**src/rtl/o_upd_ctrl.sv**
```systemverilog
// o_upd_ctrl: sequences the online-softmax O-rescale unit over the KV blocks
// of one Q row tile. It keeps the running m/l row statistics, launches the
// update unit for every block except the first, and passes rescale
// coefficients to the O accumulator.

// Per-row statistic registers: new block stats, committed old stats, finals.
module o_upd_row #(
  parameter int D_W = 8
) (
  input  logic             clk,
  input  logic             rst_n,
  input  logic             ld_new,
  input  logic             commit,
  input  logic             ld_fin,
  input  logic [D_W-1:0]   mi_in,
  input  logic [2*D_W-1:0] li_in,
  output logic [D_W-1:0]   mi_old,
  output logic [2*D_W-1:0] li_old,
  output logic [D_W-1:0]   mi_new,
  output logic [2*D_W-1:0] li_new,
  output logic [D_W-1:0]   mi_fin,
  output logic [2*D_W-1:0] li_fin
);

  // Plain register moves: latch on accept, shift new->old/fin on commit.
  always_ff @(posedge clk) begin
    if (!rst_n) begin
      mi_old <= '0;
      li_old <= '0;
      mi_new <= '0;
      li_new <= '0;
      mi_fin <= '0;
      li_fin <= '0;
    end else begin
      if (ld_new) begin
        mi_new <= mi_in;
        li_new <= li_in;
      end
      if (commit) begin
        mi_old <= mi_new;
        li_old <= li_new;
      end
      if (ld_fin) begin
        mi_fin <= mi_new;
        li_fin <= li_new;
      end
    end
  end

endmodule

module o_upd_ctrl #(
  parameter int D_W     = 8,
  parameter int TIL     = 16,
  parameter int NUM_BLK = 4,
  parameter int TMO     = 64
) (
  input  logic                          I_CLK,
  input  logic                          I_RST_N,
  input  logic                          I_START,
  input  logic                          I_BLK_VLD,
  output logic                          O_BLK_RDY,
  input  logic [TIL-1:0][D_W-1:0]       I_MI_BLK,
  input  logic [TIL-1:0][2*D_W-1:0]     I_LI_BLK,
  output logic                          O_UPD_ENA,
  output logic [TIL-1:0][2*D_W-1:0]     O_LI_OLD,
  output logic [TIL-1:0][D_W-1:0]       O_MI_OLD,
  output logic [TIL-1:0][2*D_W-1:0]     O_LI_NEW,
  output logic [TIL-1:0][D_W-1:0]       O_MI_NEW,
  input  logic                          I_UPD_VLD,
  input  logic [TIL-1:0][D_W-1:0]       I_UPD_COEF,
  output logic                          O_COEF_VLD,
  input  logic                          I_COEF_RDY,
  output logic [TIL-1:0][D_W-1:0]       O_COEF,
  output logic                          O_FIRST,
  output logic                          O_LAST,
  output logic                          O_DONE,
  output logic [TIL-1:0][D_W-1:0]       O_MI_FIN,
  output logic [TIL-1:0][2*D_W-1:0]     O_LI_FIN,
  output logic                          O_ERR
);

  localparam int CNT_W = $clog2(NUM_BLK) + 1;
  localparam int TMO_W = $clog2(TMO + 1);

  typedef enum logic [2:0] {S_IDLE, S_WAIT, S_RUN, S_HOLD, S_DONE} state_t;

  state_t           state, nxt;
  logic [CNT_W-1:0] blk_cnt;
  logic [TMO_W-1:0] tmo_cnt;
  logic             start_ok, accept, hshk, first_blk, last_blk, tmo_hit;

  assign start_ok  = I_START && (state == S_IDLE || state == S_DONE);
  assign accept    = (state == S_WAIT) && I_BLK_VLD;
  assign hshk      = (state == S_HOLD) && I_COEF_RDY;
  assign first_blk = (blk_cnt == '0);
  assign last_blk  = (blk_cnt == CNT_W'(NUM_BLK - 1));
  assign tmo_hit   = (state == S_RUN) && !I_UPD_VLD && (tmo_cnt == TMO_W'(TMO - 1));

  // Outputs decode straight from the state register, so they are glitch-free
  // and all zero while the state is IDLE.
  assign O_BLK_RDY  = (state == S_WAIT);
  assign O_UPD_ENA  = (state == S_RUN);
  assign O_COEF_VLD = (state == S_HOLD);
  assign O_FIRST    = (state == S_HOLD) && first_blk;
  assign O_LAST     = (state == S_HOLD) && last_blk;
  assign O_DONE     = (state == S_DONE);

  // State register.
  always_ff @(posedge I_CLK) begin
    if (!I_RST_N) state <= S_IDLE;
    else          state <= nxt;
  end

  // Next-state logic; the first block bypasses the update unit entirely.
  always_comb begin
    nxt = state;
    case (state)
      S_IDLE, S_DONE: if (I_START) nxt = S_WAIT;
      S_WAIT:         if (I_BLK_VLD) nxt = first_blk ? S_HOLD : S_RUN;
      S_RUN: begin
        if (I_UPD_VLD)    nxt = S_HOLD;
        else if (tmo_hit) nxt = S_IDLE;
      end
      S_HOLD:         if (I_COEF_RDY) nxt = last_blk ? S_DONE : S_WAIT;
      default:        nxt = S_IDLE;
    endcase
  end

  // Block counter (saturates at the last block), timeout counter, error
  // flag and the registered coefficient word.
  always_ff @(posedge I_CLK) begin
    if (!I_RST_N) begin
      blk_cnt <= '0;
      tmo_cnt <= '0;
      O_ERR   <= 1'b0;
      O_COEF  <= '0;
    end else begin
      if (start_ok) begin
        blk_cnt <= '0;
        O_ERR   <= 1'b0;
      end else if (hshk && !last_blk) begin
        blk_cnt <= blk_cnt + 1'b1;
      end
      if (accept)
        tmo_cnt <= '0;
      else if (state == S_RUN && !I_UPD_VLD)
        tmo_cnt <= tmo_cnt + 1'b1;
      if (tmo_hit)
        O_ERR <= 1'b1;
      if (accept && first_blk)
        O_COEF <= '0;
      else if (state == S_RUN && I_UPD_VLD)
        O_COEF <= I_UPD_COEF;
    end
  end

  for (genvar r = 0; r < TIL; r++) begin : g_row
    o_upd_row #(.D_W(D_W)) u_row (
      .clk    (I_CLK),
      .rst_n  (I_RST_N),
      .ld_new (accept),
      .commit (hshk),
      .ld_fin (hshk && last_blk),
      .mi_in  (I_MI_BLK[r]),
      .li_in  (I_LI_BLK[r]),
      .mi_old (O_MI_OLD[r]),
      .li_old (O_LI_OLD[r]),
      .mi_new (O_MI_NEW[r]),
      .li_new (O_LI_NEW[r]),
      .mi_fin (O_MI_FIN[r]),
      .li_fin (O_LI_FIN[r])
    );
  end

endmodule

```
**config.mk**
```make
export PLATFORM = sky130hd
export DESIGN_NAME = o_upd_ctrl
export DESIGN_NICKNAME = d
export VERILOG_FILES = /design/src/rtl/o_upd_ctrl.sv
export SDC_FILE = /design/constraint.sdc
export NUM_CORES = 2
export LEC_CHECK = 0
export ABC_AREA = 0
export CAP_MARGIN = 20
export CORE_AREA = 2 2 705 707
export DETAILED_ROUTE_END_ITERATION = 16
export DIE_AREA = 0 0 707 709
export PLACE_DENSITY_LB_ADDON = 0.05
export SETUP_SLACK_MARGIN = 0.3
export SLEW_MARGIN = 20
export SYNTH_ARGS = -nofsm -noshare
export SYNTH_HDL_FRONTEND = slang
export SYNTH_SLANG_ARGS = --single-unit
```
**constraint.sdc**
```tcl
create_clock -name I_CLK -period 1.8 [get_ports I_CLK]
set_input_delay 0.45 -clock I_CLK [delete_from_list [all_inputs] [get_ports I_CLK]]
set_output_delay 0.45 -clock I_CLK [all_outputs]
set_load 0.01 [all_outputs]
```
==> out/results.tsv <==
metric	value	unit
CTS tree	yes	
CTS buffer count	194	
fin cells	14832	
dpl ws	-0.816	ns
Logic pwr share	13.8	%
initial antenna violation count	140	
Ys Warns	0	
Via density	3.28	
Routed WL per cell	26.5	um
Detailed Place HPWL	311	mm
Worst-Margin Slew	0.502	ns
Worst Slack Setup Final	-0.664	ns
peak fanout along the critical path	3	
final period utilization	137	%
cells after synthesis	5647	
number of top-level pins	1805	
post-synthesis sequential area ratio	54.3	%
Hold Path Class	in2reg	
commonest non-fill, non-tap cell in the layout	nand2_1	
Core Footprint	493000	um^2
Iter 0 DRT Violations	1853	
min cycle time layout	2.46	ns
largest cells by area after synthesis	dfxtp_1, nand2_1, a21boi_0, a21boi_1, buf_2	
layout cells sized above 1	43.9	%
arrival time of the worst setup path	2.01	ns
Area growth syn-to-layout	90.9	%
final instance area	91000	um^2
failing checks	negative setup slack	
DIE AREA	501000	um^2
CP cell instances	and2b_2 > buf_6 > and2_4 > and3_4 > buf_6	
worst endpoint required time	1.35	ns
Initial Util	9.67	%
final setup fails	1287	
Flop pwr share	37.5	%
# DRC	0	
RSZ-0062 raised after global routing	yes	
Global Route Usage Sum	15.0	%
DR pass1 iterations	5	
Mapped Area	47700	um^2
CP max stage delay	0.36	ns
Clock Latency Late Sink	0.90	ns
CTS clk-pin slew, worst paths	0.05	ns
final WL	393	mm
PortBufs	1804	
startpoint types	flip-flop	
Clk pwr share	48.7	%
Placer Congestion	0.812	
MaxCap Viol Count	0	
vias in the first global route	49880	
Rel. slew slack	66.5	%
Sw Pwr	22.8	mW
first-pass GRT wire length	506	mm
worst hold slack	0.108	ns
dpl cells	14037	
status	finished, violations left	
Post-DRT Antenna Nets	0	
syn_nets	6169	
synthesis-stage register bit count	1294	
Synth top area share	54.3	%
largest net degree at the start of global routing	102	
total grt overflow	0	
leakage power	33.8	nW
Die Y	709	um
Cell Rows	258	
skew final	0.0670	ns
Max clock buf depth	4	
vias	48662	
CTS sink cnt	1294	
Slew Viols, Final	0	
H-tree depth	4	
Yosys top cell by area	dfxtp_1	
final hold violations	0	
die width	707	um
most frequent cells in the layout	nand2_1, buf_6, dfxtp_2	
PwrDens	884	nW/um^2
Crit path top cell by count	buf_6	
critical path class	reg2out	
Avg Cell Area, Syn	8.44	um^2
CTS Root Cell	clkbuf_16	
Placed Area	77300	um^2
Synth cell types	37	
Sw Share	28.3	%
Filler Cell Count	55010	
CP endpoint kind	output pin	
Max rail drop VDD	0.730	mV
CP max stage cell	dfxtp_4	
nets	8665	
Fmax achieved	406	MHz
Power Internal	57.7	mW
-- metal layers --
layer,vias to the layer above,routed length [um],GRT usage [%]
met2,1300,211000,28.7
met3,480,26500,4.65
met5,-,413,0
met4,62,10100,3.50
li1,23238,-,-
met1,23582,146000,15.7
-- power by group through the flow --
stage	combinational, mW	clock [mW]	sequential [mW]
after floorplan	2.50	0	31.0
after global placement	10.1	0	30.9
after detailed placement	10.0	0	30.9
after CTS	11.1	41.3	30.2
after global routing	11.9	42.1	30.3
final	11.1	39.2	30.2
-- registers in the layout, summed over array words and instances, names as in the netlist --
signal,flops
O_COEF,128
O_ERR,1
blk_cnt,3
g_row.u_row.li_fin,256
g_row.u_row.li_new,256
g_row.u_row.li_old,256
g_row.u_row.mi_fin,128
g_row.u_row.mi_new,128
g_row.u_row.mi_old,128
state,3
tmo_cnt,7
-- cell families (layout without fill, tap and decap cells) --
group | after synthesis | in the layout | synth area share (%)
buffers and inverters | 435 | 3083 | 5.00
and+or+nand+nor | 2612 | 2612 | 20.8
muxes | 1 | 1 | 0.0210
xor gates and xnor gates | 7 | 7 | 0.129
other | 0 | 37 | 0
adders and majority gates | 4 | 4 | 0.105
DFF | 1294 | 1294 | 54.3
AOI/OAI and AO/OA | 1294 | 1294 | 19.7
-- area by class of cell --
type                       instances  area [um^2]  share of cell area [%]
timing repair buffer            2730        29000                    31.9
sequential                      1294        27900                    30.7
clock buffer                     305         5780                    6.35
inverter                           5         18.8                  0.0206
clock inverter                    43          497                   0.546
multi-input combinational       3918        19600                    21.5
antenna                           37         92.6                   0.102
tap                             6500         8130                    8.93
-- stage by stage --
| stage | util [%] | setup TNS, ns | power, mW |
|---|---|---|---|
| after floorplan | - | 0 | 33.5 |
| after global placement | 15.7 | -605.93 | 41.0 |
| after detailed placement | 15.7 | -632.93 | 41.0 |
| after CTS | 18.0 | -447.45 | 82.6 |
| after global routing | 18.5 | -303.87 | 84.3 |
| final | 18.5 | -83.21 | 80.5 |
-- path summary, 6_finish.rpt --
check	start	slack [ns]	cells past startpoint	end
setup / recovery	state[2]	-0.66	5	O_FIRST
hold / removal	I_RST_N	0.11	3	g_row[1].u_row.li_old[6]
setup reg to reg	state[2]	-0.29	9	O_COEF[0]
hold reg to reg	g_row[6].u_row.li_fin[4]	0.45	2	g_row[6].u_row.li_fin[4]
-- cell usage after synthesis --
cell type and number:
a22oi_1 1, o22ai_1 1, clkbuf_1 172, and2_2 1, buf_1 9, nand3_1 2
clkbuf_8 7, and4b_1 1, a21boi_1 360, a21oi_1 131, o31ai_1 2, nor4b_4 1
ha_1 4, nand2b_1 3, nand4_1 1, and2_1 4, o21ai_0 4, nand2_1 2572
buf_4 34, nor3b_1 2, nor3_1 1, xor2_1 3, buf_2 161, o41ai_1 1
nand2_2 1, nor2_1 13, nand4b_1 1, dfxtp_1 1294, nor2b_1 5, a211oi_1 1
inv_1 5, and2b_1 1, a21boi_0 793, buf_6 47, mux2i_1 1, xnor2_1 4
and3_1 3
-- critical path: cells and delay by family (launching register included) --
family                 cells  cell delay, ns
AND/OR/NAND/NOR            3            0.52
buffers and inverters      2            0.25
flip-flops                 1            0.36
-- repair_timing --
action | in CTS | in global routing
pin swaps | 6 | 6
resized for setup | 6241 | 2085
hold buffers | 103 | 0
endpoints found under the hold margin | 112 | 0
endpoints found under the setup margin | 2579 | 2581
setup buffers | 205 | 98
gates cloned | 0 | 4
No activity file was read; power rests on OpenSTA's default activity.
